$ cat config.mk
export PLATFORM = sky130hd
export DESIGN_NAME = lsu_dmem_if
export DESIGN_NICKNAME = d
export VERILOG_FILES = /design/src/rtl/dmem_pkg.sv /design/src/rtl/lsu_dmem_if_if.sv /design/src/rtl/lsu_dmem_if_align.sv /design/src/rtl/lsu_dmem_if.sv
export SDC_FILE = /design/constraint.sdc
export NUM_CORES = 1
export LEC_CHECK = 0
export BUFFER_PORTS_ARGS = -buffer_cell sky130_fd_sc_hd__buf_2
export CORE_ASPECT_RATIO = 1.25
export CORE_MARGIN = 2
export CORE_UTILIZATION = 35
export CTS_CLUSTER_DIAMETER = 60
export DETAILED_ROUTE_END_ITERATION = 10
export RECOVER_POWER = 25
export SYNTH_ARGS = -nofsm -noshare
export SYNTH_HDL_FRONTEND = slang
export SYNTH_SLANG_ARGS = --single-unit
$ cat constraint.sdc
create_clock -name i_clk -period 4.99 [get_ports i_clk]
set_clock_uncertainty 0.1 [all_clocks]
set_input_delay 0.499 -clock i_clk [delete_from_list [all_inputs] [get_ports i_clk]]
set_output_delay 0.499 -clock i_clk [all_outputs]
set_load 0.005 [all_outputs]
$ cat src/rtl/dmem_pkg.sv
// Shared definitions for the load/store unit and its data-memory port:
// access-size codes, FSM state codes and byte-enable patterns.
package dmem_pkg;

  localparam int DW = 32;

  localparam logic [1:0] SIZE_BYTE = 2'b00;
  localparam logic [1:0] SIZE_HALF = 2'b01;
  localparam logic [1:0] SIZE_WORD = 2'b10;
  localparam logic [1:0] SIZE_ILL  = 2'b11;

  localparam logic [1:0] ST_IDLE = 2'd0;
  localparam logic [1:0] ST_REQ  = 2'd1;
  localparam logic [1:0] ST_WAIT = 2'd2;

  localparam logic [3:0] BE_BYTE = 4'b0001;
  localparam logic [3:0] BE_HALF = 4'b0011;
  localparam logic [3:0] BE_WORD = 4'b1111;

  function automatic logic is_misaligned(
    input logic [1:0] sz,
    input logic [1:0] lo
  );
    return (sz == SIZE_HALF && lo[0]) ||
           (sz == SIZE_WORD && lo != 2'b00) ||
           (sz == SIZE_ILL);
  endfunction

endpackage

$ cat src/rtl/lsu_dmem_if_if.sv
// Data-memory bus bundle: request side driven by the LSU,
// grant/response side driven by the memory.
import dmem_pkg::*;

interface dmem_bus_if;
  logic          req;
  logic          we;
  logic [DW-1:0] addr;
  logic [3:0]    be;
  logic [DW-1:0] wdata;
  logic          gnt;
  logic          rvalid;
  logic [DW-1:0] rdata;

  modport master (
    output req, we, addr, be, wdata,
    input  gnt, rvalid, rdata
  );

  modport slave (
    input  req, we, addr, be, wdata,
    output gnt, rvalid, rdata
  );
endinterface

$ cat src/rtl/lsu_dmem_if_align.sv
// Store lane steering with byte-enable generation, and load
// lane extraction with sign/zero extension.
import dmem_pkg::*;

module lsu_align (
  input  logic [1:0]    i_size,
  input  logic [1:0]    i_lo,
  input  logic          i_unsigned,
  input  logic [DW-1:0] i_wdata,
  input  logic [DW-1:0] i_rdata,
  output logic [3:0]    o_be,
  output logic [DW-1:0] o_wdata,
  output logic [DW-1:0] o_rdata
);

  logic [DW-1:0] lane;
  logic          sgn;

  always_comb begin
    lane    = i_rdata >> {i_lo, 3'b000};
    sgn     = 1'b0;
    o_be    = 4'b0000;
    o_wdata = i_wdata;
    o_rdata = lane;
    unique case (1'b1)
      (i_size == SIZE_BYTE): begin
        sgn     = lane[7] & ~i_unsigned;
        o_be    = BE_BYTE << i_lo;
        o_wdata = {4{i_wdata[7:0]}};
        o_rdata = {{24{sgn}}, lane[7:0]};
      end
      (i_size == SIZE_HALF): begin
        sgn     = lane[15] & ~i_unsigned;
        o_be    = BE_HALF << i_lo;
        o_wdata = {2{i_wdata[15:0]}};
        o_rdata = {{16{sgn}}, lane[15:0]};
      end
      (i_size == SIZE_WORD): begin
        o_be    = BE_WORD;
        o_rdata = i_rdata;
      end
      default: ;
    endcase
  end

endmodule

$ cat src/rtl/lsu_dmem_if.sv
// Load/store unit front end: runs the req/gnt/rvalid handshake on the
// data-memory port and stalls the pipeline until the access completes.
import dmem_pkg::*;

module lsu_dmem_if #(
  parameter int XLEN           = 32,
  parameter int TIMEOUT_CYCLES = 255
) (
  input  logic            i_clk,
  input  logic            i_rst_n,
  input  logic            i_mem_read,
  input  logic            i_mem_write,
  input  logic [1:0]      i_d_size,
  input  logic            i_d_unsigned,
  input  logic [XLEN-1:0] i_addr,
  input  logic [XLEN-1:0] i_wdata,
  output logic [XLEN-1:0] o_rdata,
  output logic            o_stall,
  output logic            o_misaligned,
  output logic            o_bus_err,
  output logic            o_dmem_req,
  output logic            o_dmem_we,
  output logic [XLEN-1:0] o_dmem_addr,
  output logic [3:0]      o_dmem_be,
  output logic [XLEN-1:0] o_dmem_wdata,
  input  logic            i_dmem_gnt,
  input  logic            i_dmem_rvalid,
  input  logic [XLEN-1:0] i_dmem_rdata
);

  localparam int CW =
    (TIMEOUT_CYCLES > 1) ? $clog2(TIMEOUT_CYCLES + 1) : 1;
  localparam logic [CW-1:0] TO_LIM = CW'(TIMEOUT_CYCLES);
  localparam logic          TO_EN  = (TIMEOUT_CYCLES != 0);

  dmem_bus_if bus ();

  logic [1:0]      state_q, state_d;
  logic [CW-1:0]   cnt_q, cnt_d;
  logic [XLEN-1:0] rdata_q, rdata_d;
  logic [XLEN-1:0] addr_q, addr_d;
  logic [XLEN-1:0] wdata_q, wdata_d;
  logic [1:0]      size_q, size_d;
  logic            uns_q, uns_d;
  logic            we_q, we_d;

  logic            access, we_in, mis, idle, to_hit;
  logic            req, stall, misal, berr, rnew;
  logic [1:0]      a_size;
  logic [XLEN-1:0] a_addr, a_wdata;
  logic            a_uns, a_we;
  logic [3:0]      al_be;
  logic [XLEN-1:0] al_wdata, al_rdata;

  assign access = i_mem_read | i_mem_write;
  assign we_in  = i_mem_write & ~i_mem_read;
  assign mis    = access && is_misaligned(i_d_size, i_addr[1:0]);
  assign idle   = (state_q == ST_IDLE);
  assign to_hit = TO_EN && (cnt_q == TO_LIM);

  // IDLE drives the bus straight from the inputs; later states replay
  // the captured access so the bus stays stable while stalled.
  assign a_size  = idle ? i_d_size     : size_q;
  assign a_addr  = idle ? i_addr       : addr_q;
  assign a_wdata = idle ? i_wdata      : wdata_q;
  assign a_uns   = idle ? i_d_unsigned : uns_q;
  assign a_we    = idle ? we_in        : we_q;

  lsu_align u_align (
    .i_size     (a_size),
    .i_lo       (a_addr[1:0]),
    .i_unsigned (a_uns),
    .i_wdata    (a_wdata),
    .i_rdata    (bus.rdata),
    .o_be       (al_be),
    .o_wdata    (al_wdata),
    .o_rdata    (al_rdata)
  );

  always_comb begin
    state_d = state_q;
    cnt_d   = cnt_q;
    rdata_d = rdata_q;
    addr_d  = addr_q;
    wdata_d = wdata_q;
    size_d  = size_q;
    uns_d   = uns_q;
    we_d    = we_q;
    req     = 1'b0;
    stall   = 1'b0;
    misal   = 1'b0;
    berr    = 1'b0;
    rnew    = 1'b0;
    unique case (1'b1)
      (state_q == ST_IDLE): begin
        cnt_d = '0;
        if (mis) begin
          misal = 1'b1;
        end else if (access) begin
          req     = 1'b1;
          addr_d  = i_addr;
          wdata_d = i_wdata;
          size_d  = i_d_size;
          uns_d   = i_d_unsigned;
          we_d    = we_in;
          if (!bus.gnt) begin
            stall   = 1'b1;
            state_d = ST_REQ;
          end else if (!we_in) begin
            stall   = 1'b1;
            state_d = ST_WAIT;
          end
        end
      end
      (state_q == ST_REQ): begin
        req = 1'b1;
        if (bus.gnt) begin
          cnt_d   = '0;
          state_d = we_q ? ST_IDLE : ST_WAIT;
          stall   = ~we_q;
        end else if (to_hit) begin
          req     = 1'b0;
          berr    = 1'b1;
          state_d = ST_IDLE;
        end else begin
          stall = 1'b1;
          cnt_d = cnt_q + CW'(1);
        end
      end
      (state_q == ST_WAIT): begin
        if (bus.rvalid) begin
          rnew    = 1'b1;
          rdata_d = al_rdata;
          state_d = ST_IDLE;
        end else if (to_hit) begin
          berr    = 1'b1;
          state_d = ST_IDLE;
        end else begin
          stall = 1'b1;
          cnt_d = cnt_q + CW'(1);
        end
      end
      default: state_d = ST_IDLE;
    endcase
  end

  always_ff @(posedge i_clk or negedge i_rst_n) begin
    if (!i_rst_n) begin
      state_q <= ST_IDLE;
      cnt_q   <= '0;
      rdata_q <= '0;
      addr_q  <= '0;
      wdata_q <= '0;
      size_q  <= SIZE_BYTE;
      uns_q   <= 1'b0;
      we_q    <= 1'b0;
    end else begin
      state_q <= state_d;
      cnt_q   <= cnt_d;
      rdata_q <= rdata_d;
      addr_q  <= addr_d;
      wdata_q <= wdata_d;
      size_q  <= size_d;
      uns_q   <= uns_d;
      we_q    <= we_d;
    end
  end

  assign bus.req    = req & i_rst_n;
  assign bus.we     = bus.req & a_we;
  assign bus.addr   = bus.req ? {a_addr[XLEN-1:2], 2'b00} : '0;
  assign bus.be     = bus.req ? al_be : 4'b0000;
  assign bus.wdata  = bus.req ? al_wdata : '0;
  assign bus.gnt    = i_dmem_gnt;
  assign bus.rvalid = i_dmem_rvalid;
  assign bus.rdata  = i_dmem_rdata;

  assign o_dmem_req   = bus.req;
  assign o_dmem_we    = bus.we;
  assign o_dmem_addr  = bus.addr;
  assign o_dmem_be    = bus.be;
  assign o_dmem_wdata = bus.wdata;

  assign o_stall      = stall & i_rst_n;
  assign o_misaligned = misal & i_rst_n;
  assign o_bus_err    = berr & i_rst_n;
  assign o_rdata      = !i_rst_n ? '0 :
                        rnew     ? al_rdata : rdata_q;

endmodule

==> qor.csv <==
stage;metric;value;unit
run_status;status;finished with violations;
run_status;violations;capacitance limit, slew limit;
synth;synth_area;0.00679;sq mm
synth;ys_seq_area_share;40.5;%
placed_design;port_buffers;207;
clocking;clk_pin_slew;0.08;ns
worst_setup_path;setup.worst_path.end_class;output pin;
timing;fin_crit_sh;86.4;%
global_routing;grt_usage;19.4;%
final_layout;post-route-cell-area;0.00830;sq mm
timing;period_needed;4.31;ns
timing;max_clock_freq;232;MHz
timing;worstMarginPinSlew;2.00;ns
timing;drv_slew;80;
routing;avgRoutedWirePerCell;18.0;um
routing;m1WireLength;8880;um
routing;met3_length;1320;um
placed_design;pre_cts_ws;1.10;ns
routing;drc;0;
worst_setup_path;critPathKind;flop to output pin;
routing;drt_iter0_drc;416;
power_and_ir_drop;fin_total_pwr;5.18;mW
synth;ys_ff_latch;110;
global_routing;grt_max_degree;80;
synth;yosysTopAreaCell;dfrtp_1;
final_layout;final_core_util;43.1;%
timing;rsz0062_at_grt;false;
final_layout;fin_nets;982;
worst_setup_path;r2r_cells;7;
die;die_y;160;um
clocking;cts_root_buf;clkbuf_16;
synth;syn_avg_cell_area;9.71;sq um
power_and_ir_drop;combinationalPowerShare;55.3;%
placed_design;post_dp_cell_area;0.00797;sq mm
clocking;cts_resized;0;
die;initial_core_util;35.3;%
clocking;hold_buffers;1;
worst_setup_path;worstPathMaxFanout;46;
timing;hold_viol;0;
clocking;numCtsBuffers;9;
synth;synth.most_common_cell;nor2_1;
synth;async_flop_share;100;%
power_and_ir_drop;ir_worst_vdd;241;uV
synth;synth_common_cells;nor2_1, dfrtp_1, mux2_2;
clocking;clk_path_buf_depth;2;
clocking;cts_post_setup_buffers_inserted;0;
timing;setup_viol;0;
die;ios;210;
global_routing;grt_pass1_wl;31600;um
clocking;cts_tree;yes;
synth;synth-edff-count;0;
global_routing;antenna_found_initial;1;
worst_setup_path;crit_chain;inv_1 -> ha_4 -> mux2i_4 -> mux2i_1 -> a222oi_1 -> nand2_1 -> a311oi_1 -> buf_2;
die;rows;57;
worst_setup_path;worstPathRequired;4.39;ns
global_routing;grt.overflow.total;0;
routing;num_vias;6013;
worst_hold_path;hold_class;input port to flop;
power_and_ir_drop;clkPwrFrac;15.4;%
routing;drtAntennaViolNets;0;
worst_setup_path;crit_arrival;3.71;ns
placed_design;gp_congestion;0.845;
flow_run;cap_violations;1;
routing;firstDrtPassIters;4;
final_layout;drive_gt1_share;37.9;%
worst_setup_path;slowest_stage;mux2i_4;
power_and_ir_drop;power.internal;2.97;mW
final_layout;area_growth;22.2;%
clocking;cts_sinks;110;
power_and_ir_drop;p_sw_share;42.6;%
synth;synth.area.top_cells;dfrtp_1, mux2_2, mux2i_1;
synth;yosysWarnings;0;
routing;met2RoutedLength;9470;um
clocking;cts_max_level;3;
power_and_ir_drop;switchingPower;2.21;mW
routing;highest-signal-layer;met4;
die;dieArea;0.0205;sq mm
routing;via_per_inst;5.40;
die;core;0.0193;sq mm
worst_setup_path;cp_slowest_stage_delay;0.57;ns
clocking;clk_latency;0.36;ns
power_and_ir_drop;p_per_area;624;mW/mm^2
placed_design;place_inst;1096;
worst_hold_path;holdPathStages;2;
timing;slew_headroom;-33.2;%
worst_setup_path;worstSetupStartpointType;flop;
routing;routed_wl;20100;um
global_routing;grt_pass1_vias;5868;
power_and_ir_drop;p_seq_share;29.2;%
timing;timing.hold.ws;0.254;ns
die;die_w;129;um
placed_design;dp_hpwl;14500;um
synth;synthFlopType;dfrtp_1;
worst_setup_path;rrSetupSlack;1.69;ns
synth;ys_types;52;
final_layout;layout.cells.non_filler;1114;
synth;syn_inst;700;
timing;fin_setup_tns;0;ns
synth;synth_top_area_share;40.5;%
timing;setup_ws;0.680;ns
power_and_ir_drop;p_leak;3.89;nW
==> flip-flops by register name, indices dropped and copies added (netlist names) <==
register and flops:
size_q 2, state_q 2, we_q 1, wdata_q 32, rdata_q 32, uns_q 1, addr_q 32, cnt_q 8
==> worst paths after layout <==
| kind | from | endpoint |
|---|---|---|
| max reg2reg | state_q[0] | rdata_q[10] |
| max | state_q[0] | o_rdata[11] |
| min | i_mem_read | we_q |
| min reg2reg | wdata_q[18] | wdata_q[18] |
| min in group asynchronous | i_rst_n | rdata_q[24] |
| max in group asynchronous | i_rst_n | addr_q[0] |
==> layer usage <==
layer,vias up,global-route usage [%]
met2,181,30.6
met1,2871,26.1
met4,0,6.82
li1,2930,-
met5,-,0
met3,31,4.49
==> cell families (layout without fill, tap and decap cells) <==
kind of cell	count (synthesis)	count (layout)	share of synthesized area (%)
muxes	127	127	20.3
and+or+nand+nor	227	227	15.0
AOI/OAI and AO/OA	159	159	18.4
buffers and inverters	66	242	4.20
DFF	110	110	40.5
adders and majority gates	5	5	0.921
xor gates and xnor gates	5	5	0.645
other	1	3	0.0552
==> power by group through the flow <==
stage	clock network, mW	logic (mW)	registers [mW]
final	0.800	2.87	1.52
after global routing	0.851	3.18	1.57
after CTS	0.822	2.89	1.52
after detailed placement	0	2.88	1.53
after global placement	0	2.87	1.51
after floorplan	0	2.14	1.48
==> worst max-delay path, delay by kind of cell (launching register included) <==
family,cells,cell delay [ns]
compound gates,2,0.84
fa+ha+maj,1,0.55
buf+inv,2,0.29
flops,1,0.41
mux,2,0.74
simple gates,1,0.50
==> cells in the final DEF, fill, tap and decap left out, types with 12 or more instances in the layout <==
cell type,n
a311oi_2,16
buf_2,206
a22o_1,15
a31oi_1,27
a211oi_1,24
nor2_1,111
mux2i_1,48
nor3_1,24
mux2_2,77
nand2_1,41
nor2b_1,12
dfrtp_1,110
a21oi_1,24
==> final cells by class <==
type | count | area, sq um
timing repair buffer | 216 | 1110
clock inverter | 7 | 97.6
fill | 1968 | 11000
inverter | 10 | 37.5
tap | 236 | 295
multi-input combinational | 525 | 3790
sequential | 110 | 2750
clock buffer | 9 | 225
antenna | 1 | 2.50
No activity file was read; power rests on OpenSTA's default activity.
